### config.mk
export PLATFORM = sky130hd
export DESIGN_NAME = instr_readout_seq
export DESIGN_NICKNAME = d
export VERILOG_FILES = /design/src/rtl/instr_readout_seq.sv
export SDC_FILE = /design/constraint.sdc
export NUM_CORES = 1
export LEC_CHECK = 0
export CELL_PAD_IN_SITES_DETAIL_PLACEMENT = 0
export CELL_PAD_IN_SITES_GLOBAL_PLACEMENT = 1
export CORE_UTILIZATION = 34
export CTS_BUF_LIST = sky130_fd_sc_hd__clkbuf_16
export CTS_CLUSTER_DIAMETER = 150
export DETAILED_ROUTE_END_ITERATION = 8
export GPL_TIMING_DRIVEN = 1
export PLACE_DENSITY = 0.88
export SKIP_CTS_REPAIR_TIMING = 1
export SLEW_MARGIN = 20
export SYNTH_ARGS = -nofsm -noshare
export SYNTH_HDL_FRONTEND = slang
export SYNTH_SLANG_ARGS = --single-unit
export TNS_END_PERCENT = 5
### constraint.sdc
create_clock -name clk -period 4.51 [get_ports clk]
set_clock_uncertainty 0.05 [all_clocks]
set_input_delay 0.902 -clock clk [delete_from_list [all_inputs] [get_ports clk]]
set_output_delay 0.902 -clock clk [all_outputs]
set_load 0.02 [all_outputs]
### src/rtl/instr_readout_seq.sv
`timescale 1ns/1ps
`default_nettype none
// ============================================================================
// Module   : instr_readout_seq
// Purpose  : Sweeps read_pointer over an address range of the instruction
//            register and streams each captured entry on a valid/ready port.
//            Optional result re-check enabled by INSTR_READOUT_CHECK_EN.
// Revision : 1.0 - initial release
// ============================================================================
module instr_readout_seq #(
  parameter int DEPTH  = 32,
  parameter int ADDR_W = 5
) (
  input  logic              clk,
  input  logic              reset_n,
  input  logic              start,
  input  logic [ADDR_W-1:0] start_addr,
  input  logic [ADDR_W:0]   count,
  output logic [ADDR_W-1:0] read_pointer,
  input  logic [3:0]        iw_opc,
  input  logic [31:0]       iw_op_a,
  input  logic [31:0]       iw_op_b,
  input  logic [63:0]       iw_result,
  output logic              out_valid,
  input  logic              out_ready,
  output logic [ADDR_W-1:0] out_addr,
  output logic [3:0]        out_opc,
  output logic [31:0]       out_op_a,
  output logic [31:0]       out_op_b,
  output logic [63:0]       out_result,
  output logic              out_mismatch,
  output logic [ADDR_W:0]   mismatch_cnt,
  output logic              busy,
  output logic              done
);

  localparam logic [1:0] c_st_idle  = 2'd0;
  localparam logic [1:0] c_st_fetch = 2'd1;
  localparam logic [1:0] c_st_hold  = 2'd2;
  localparam logic [1:0] c_st_done  = 2'd3;

  localparam logic [ADDR_W:0]   c_one      = (ADDR_W+1)'(1);
  localparam logic [ADDR_W-1:0] c_last_adr = ADDR_W'(DEPTH-1);

  logic [1:0]      r_state;
  logic [1:0]      w_next_state;
  logic [ADDR_W:0] r_remaining;
  logic            w_handshake;

  assign w_handshake = out_valid && out_ready;

  always_ff @(posedge clk or negedge reset_n) begin
    if (!reset_n) r_state <= c_st_idle;
    else          r_state <= w_next_state;
  end

  always_comb begin
    w_next_state = r_state;
    case (r_state)
      c_st_idle:  if (start) w_next_state = (count != '0) ? c_st_fetch : c_st_done;
      c_st_fetch: w_next_state = c_st_hold;
      c_st_hold:  if (w_handshake) w_next_state = (r_remaining == c_one) ? c_st_done : c_st_fetch;
      default:    w_next_state = c_st_idle;
    endcase
  end

  always_comb begin
    busy = (r_state != c_st_idle);
    done = (r_state == c_st_done);
  end

  always_ff @(posedge clk or negedge reset_n) begin
    if (!reset_n) begin
      read_pointer <= '0;
      r_remaining  <= '0;
      out_valid    <= 1'b0;
      out_addr     <= '0;
      out_opc      <= '0;
      out_op_a     <= '0;
      out_op_b     <= '0;
      out_result   <= '0;
    end else begin
      case (r_state)
        c_st_idle: begin
          if (start && (count != '0)) begin
            read_pointer <= start_addr;
            r_remaining  <= count;
          end
        end
        c_st_fetch: begin
          out_addr   <= read_pointer;
          out_opc    <= iw_opc;
          out_op_a   <= iw_op_a;
          out_op_b   <= iw_op_b;
          out_result <= iw_result;
          out_valid  <= 1'b1;
        end
        c_st_hold: begin
          if (w_handshake) begin
            out_valid <= 1'b0;
            if (r_remaining != c_one) begin
              read_pointer <= (read_pointer == c_last_adr) ? '0 : read_pointer + 1'b1;
              r_remaining  <= r_remaining - c_one;
            end
          end
        end
        default: ;
      endcase
    end
  end

`ifdef INSTR_READOUT_CHECK_EN
  logic signed [63:0] w_a;
  logic signed [63:0] w_b;
  logic signed [63:0] w_expected;
  logic               w_checked;
  logic               w_bad;
  logic               r_mismatch;
  logic [ADDR_W:0]    r_mismatch_cnt;

  // Operands are sign-extended so products and quotients are exact in 64 bits.
  always_comb begin
    w_a        = {{32{iw_op_a[31]}}, iw_op_a};
    w_b        = {{32{iw_op_b[31]}}, iw_op_b};
    w_expected = '0;
    w_checked  = 1'b1;
    case (iw_opc)
      4'd0:    w_expected = '0;
      4'd1:    w_expected = w_a;
      4'd2:    w_expected = w_b;
      4'd3:    w_expected = w_a + w_b;
      4'd4:    w_expected = w_a - w_b;
      4'd5:    w_expected = w_a * w_b;
      4'd6:    w_expected = (w_b == '0) ? '0 : w_a / w_b;
      4'd7:    w_expected = (w_b == '0) ? '0 : w_a % w_b;
      default: w_checked  = 1'b0;
    endcase
    w_bad = w_checked && (w_expected != $signed(iw_result));
  end

  always_ff @(posedge clk or negedge reset_n) begin
    if (!reset_n) begin
      r_mismatch     <= 1'b0;
      r_mismatch_cnt <= '0;
    end else if ((r_state == c_st_idle) && start) begin
      r_mismatch_cnt <= '0;
    end else if (r_state == c_st_fetch) begin
      r_mismatch <= w_bad;
      if (w_bad && (r_mismatch_cnt != '1)) r_mismatch_cnt <= r_mismatch_cnt + c_one;
    end
  end

  assign out_mismatch = r_mismatch;
  assign mismatch_cnt = r_mismatch_cnt;
`else
  assign out_mismatch = 1'b0;
  assign mismatch_cnt = '0;
`endif

endmodule
`default_nettype wire

Yosys cells after proc, flatten, opt, wreduce, memory -nomap -nowiden
Cells that the tools add are included.
{"block": "word_totals", "output_inout_bits": 152, "wordCells": 47, "in_bits": 147, "register_bits": 151}
{"block": "classes", "mux": 16, "reduce_logical": 10, "eq_ne": 10, "addsub": 2}
{"cell": "$mux W5", "count": 4}
{"cell": "$mux W6", "count": 3}
{"cell": "$pmux W6 S2", "count": 1}
{"cell": "$pmux W5 S2", "count": 1}
{"cell": "$mux W2", "count": 4}
{"cell": "$ne A2 B2 Y1 const B", "count": 4}
{"cell": "$eq A6 B1 Y1 const B", "count": 1}
{"cell": "$ne A6 B1 Y1 const B", "count": 1}
{"cell": "$pmux W2 S3", "count": 1}
{"cell": "$reduce_bool A2 Y1", "count": 3}
{"cell": "$reduce_bool A6 Y1", "count": 1}
{"cell": "$sub A6 B1 Y6 const B", "count": 1}
{"cell": "$add A5 B1 Y5 const B", "count": 1}
{"cell": "$eq A5 B5 Y1 const B", "count": 1}
{"cell": "$eq A2 B2 Y1 const B", "count": 2}
{"cell": "$reduce_and A2 Y1", "count": 2}
{"cell": "$reduce_and A4 Y1", "count": 1}
{"cell": "$eq A2 B1 Y1 const B", "count": 1}
{"cell": "$logic_and A1 B1 Y1", "count": 2}
{"cell": "$logic_not A2 Y1", "count": 1}
{"cell": "$pmux W1 S2", "count": 1}
{"cell": "$mux W1", "count": 1}

Depth between registers and ports, before layout
{"block": "depth", "ltp_word": 5, "ltp_mapped": 7, "depth_no_buf": 6}

Least setup slack after synthesis
OpenSTA, ideal clock, no wires.
{"block": "synth_timing", "path_kind": "in2reg", "from": "input port start", "to": "register read_pointer[0]", "stages": 4, "required_time_ps": 4332, "n_path_buf": 0, "arrival_ps": 1845, "setup_time_ps": 128, "path_slack_ps": 2487, "cell_sequence": "nor2b_1 > a311o_1 > nand3_4 > mux2_1"}
{"block": "synth_between", "elab_chain_cells": 3}
{"element": "start: declaration", "line": "16", "text": "input logic start,"}
{"element": "$logic_and A1 B1 Y1", "line": "85", "text": "if (start && (count != '0)) begin"}
{"element": "$ne A2 B2 Y1 (no line)"}
{"element": "$reduce_and A4 Y1 (no line)"}
{"element": "end signal: assignment", "line": "86", "text": "read_pointer <= start_addr;"}
{"element": "end signal: assignment", "line": "102", "text": "read_pointer <= (read_pointer == c_last_adr) ? '0 : read_pointer + 1'b1;"}
{"element": "end: declaration", "line": "19", "text": "output logic [ADDR_W-1:0] read_pointer,"}
Every way passes these cells.
A chain may end at the register's enable or synchronous reset.

Worst setup path in the final report
{"block": "layout_timing", "from": "register r_state[1]", "to": "output port busy"}
{"block": "layout_between", "elab_chain_cells": 1}
{"element": "start: declaration", "line": "45", "text": "logic [1:0] r_state;"}
{"element": "start signal: assignment", "line": "53", "text": "if (!reset_n) r_state <= c_st_idle;"}
{"element": "start signal: assignment", "line": "54", "text": "else r_state <= w_next_state;"}
{"element": "$reduce_bool A2 Y1", "line": "68", "text": "busy = (r_state != c_st_idle);"}
{"element": "end: declaration", "line": "33", "text": "output logic busy,"}
Every way passes these cells.

==> impl_metrics.env <==
export IMPL_gp_congestion=0.776
export IMPL_critPathKind="reg -> out"
export IMPL_min_period_ps=2770
export IMPL_finalSetupViolations=0
export IMPL_start_util=0.352
export IMPL_dp_hpwl_um=11700
export IMPL_antenna_found_initial=0
export IMPL_ys_seq_area_frac=0.614
export IMPL_tns_ps=0
export IMPL_leakagePower_nw=3.98
export IMPL_ys_warn_count=0
export IMPL_area_delta_synth_final_pct=58.0
export IMPL_tritoncts="yes"
export IMPL_clock_sinks=151
export IMPL_drt_iter0_drc=134
export IMPL_outcome="complete, no violations"
export IMPL_vias_per_cell=4.75
export IMPL_period_share=0.614
export IMPL_remaining_drc_errors=0
export IMPL_maxSlewHeadroom=0.398
export IMPL_die_h_um=137
export IMPL_p_per_area_mw_per_mm2=810
export IMPL_ant_nets=0
export IMPL_cp_start_kind="register"
export IMPL_ys_ff_latch=151
export IMPL_crit_buf_inv=1
export IMPL_numCtsBuffers=17
export IMPL_grt_pass1_wl_um=24500
export IMPL_port_buffers=291
export IMPL_cts_root_buf="clkbuf_16"
export IMPL_fp_coreArea_sq_mm=0.0175
export IMPL_hp_class="reg -> reg"
export IMPL_syn_inst=396
export IMPL_grt_max_degree=138
export IMPL_path_cells="or2_2 -> clkdlybuf4s50_1"
export IMPL_hold_viol_final=0
export IMPL_grt_pass1_vias=4741
export IMPL_arrival_ps=1820
export IMPL_clockBufferDepth=2
export IMPL_die_x_um=137
export IMPL_crit_slowest_cell="clkdlybuf4s50_1"
export IMPL_vdd_drop_max_mv=0.414
export IMPL_drive_gt1_frac=0.256
export IMPL_num_rows=48
export IMPL_clock_latency_ps=410
export IMPL_clk_pin_slew_ps=60
export IMPL_fmax_ghz=0.361
export IMPL_rsz0062_at_grt="false"
export IMPL_worstMarginPinSlew_ps=904
export IMPL_cts_htree_levels=4
export IMPL_die_area_sq_mm=0.0187
export IMPL_crit_path_end_kind="primary output"
export IMPL_nets=836
export IMPL_syn_area_per_cell_sq_um=15.6
export IMPL_overflow=0
export IMPL_required_ps=3560
export IMPL_slew_viol_final=0
export IMPL_via_count=4382
export IMPL_wl_per_cell_um=17.2
export IMPL_cpLargestDelayFamily="buffers and inverters"
export IMPL_max_stage_delay_ps=540
export IMPL_routed_wl_um=15900
export IMPL_syn_area_sq_mm=0.00616
export IMPL_drt_first_pass_iters=5
export IMPL_diodes=0
export IMPL_grtUsageTotal=0.173
export IMPL_drv_cap=0
export IMPL_synth_cell_types=39
export IMPL_top_level_ports=299
export IMPL_holdWs_ps=455
export IMPL_cp_max_fo=10
[cell families after synthesis]
| logic type | synth area share |
|---|---|
| compound gates | 0.0286 |
| buf+inv | 0.0477 |
| fa+ha+maj | 0.00813 |
| mux | 0.260 |
| simple gates | 0.0414 |
| other cells | 0.000609 |
| flops | 0.614 |
[where the power goes]
group | leakage (nW) | switching [mW] | internal (mW) | total, mW
clock network | 0.283 | 0.589 | 0.827 | 1.42
registers | 1.78 | 0.416 | 2.07 | 2.48
logic | 1.92 | 1.85 | 2.14 | 3.99
[layout make-up]
class                      instances  area (sq um)
clock buffer                      17           425
clock inverter                    15           165
fill                            1432          7750
inverter                           4          15.0
multi-input combinational        217          2120
sequential                       151          3780
tap                              225           282
timing repair buffer             294          2950
[synth_stat cells]
cell,count,area [sq um]
nor2_1,6,22.5
nor4b_1,1,8.76
and3b_1,1,8.76
o2111ai_1,3,26.3
nor3_1,3,15.0
or2_2,1,6.26
nand4_1,6,37.5
a22oi_1,2,15.0
o21ai_0,1,5.00
nand2b_4,1,13.8
nand3_4,1,17.5
mux2i_1,2,20.0
buf_4,9,67.6
nand3_1,3,15.0
and3_1,1,6.26
inv_1,4,15.0
conb_1,1,3.75
ha_1,4,50.1
nor4_1,3,18.8
mux2_4,1,15.0
nor2b_1,3,18.8
mux2_1,2,22.5
or3_1,2,12.5
o2bb2ai_1,6,52.6
nand2b_1,1,6.26
buf_2,4,20.0
a311o_1,1,10.0
dfrtp_1,151,3780
a21oi_1,7,35.0
o21bai_1,1,7.51
a31o_1,1,8.76
or3b_1,1,8.76
buf_6,17,191
nand2_1,1,3.75
a21oi_2,1,8.76
mux2_2,137,1540
nor3b_1,3,22.5
o31ai_1,1,7.51
and2_1,2,12.5
[cell usage in the layout (no fill, tap or decap), types with 5 or more instances in the layout]
master           instances
a21oi_1                  7
clkbuf_16               17
clkdlybuf4s50_1        290
conb_1                   7
dfrtp_1                151
inv_6                    5
mux2_2                 137
nand4_1                  6
nor2_1                   6
o2bb2ai_1                6
[stage by stage]
stage | setup WS [ps] | std cells | cell area [sq um] | power (mW) | util
after global placement | 1730 | 891 | 9140 | 6.41 | 0.523
after global routing | 1660 | 923 | 9730 | 8.33 | 0.557
after CTS | 1710 | 923 | 9730 | 7.99 | 0.557
after detailed placement | 1670 | 891 | 9140 | 6.54 | 0.523
after floorplan | 2490 | 402 | 6180 | 4.80 | -
final | 1740 | 923 | 9730 | 7.89 | 0.557
[routing by layer]
| layer | track usage | vias to the layer above | share of wire |
|---|---|---|---|
| met5 | 0 | - | 0 |
| met4 | 0.0790 | 0 | 0.024 |
| met3 | 0.0633 | 23 | 0.091 |
| met2 | 0.300 | 205 | 0.52 |
| met1 | 0.187 | 2163 | 0.37 |
| li1 | - | 1991 | - |
[state kept, by name, indices dropped and copies added (netlist names)]
register / cells
read_pointer: 5
r_state: 2
out_valid: 1
out_opc: 4
r_remaining: 6
out_op_b: 32
out_addr: 5
out_result: 64
out_op_a: 32
[worst paths after layout]
kind | to | slack [ps] | start | cells past startpoint
max reg2reg | read_pointer[4] | 2450 | r_state[1] | 4
min reg2reg | out_op_b[17] | 450 | out_op_b[17] | 1
max | busy | 1740 | r_state[1] | 2
min | out_op_b[17] | 450 | out_op_b[17] | 1
min in group asynchronous | out_result[40] | 550 | reset_n | 1
max in group asynchronous | read_pointer[3] | 2910 | reset_n | 2
[worst register-to-register path, delay by kind of cell, from the launching register on]
kind               cells  cell delay [ps]
DFF                    1              580
muxes                  1              370
AOI/OAI and AO/OA      1              510
and+or+nand+nor        2              430
No activity file was read; power rests on OpenSTA's default activity.
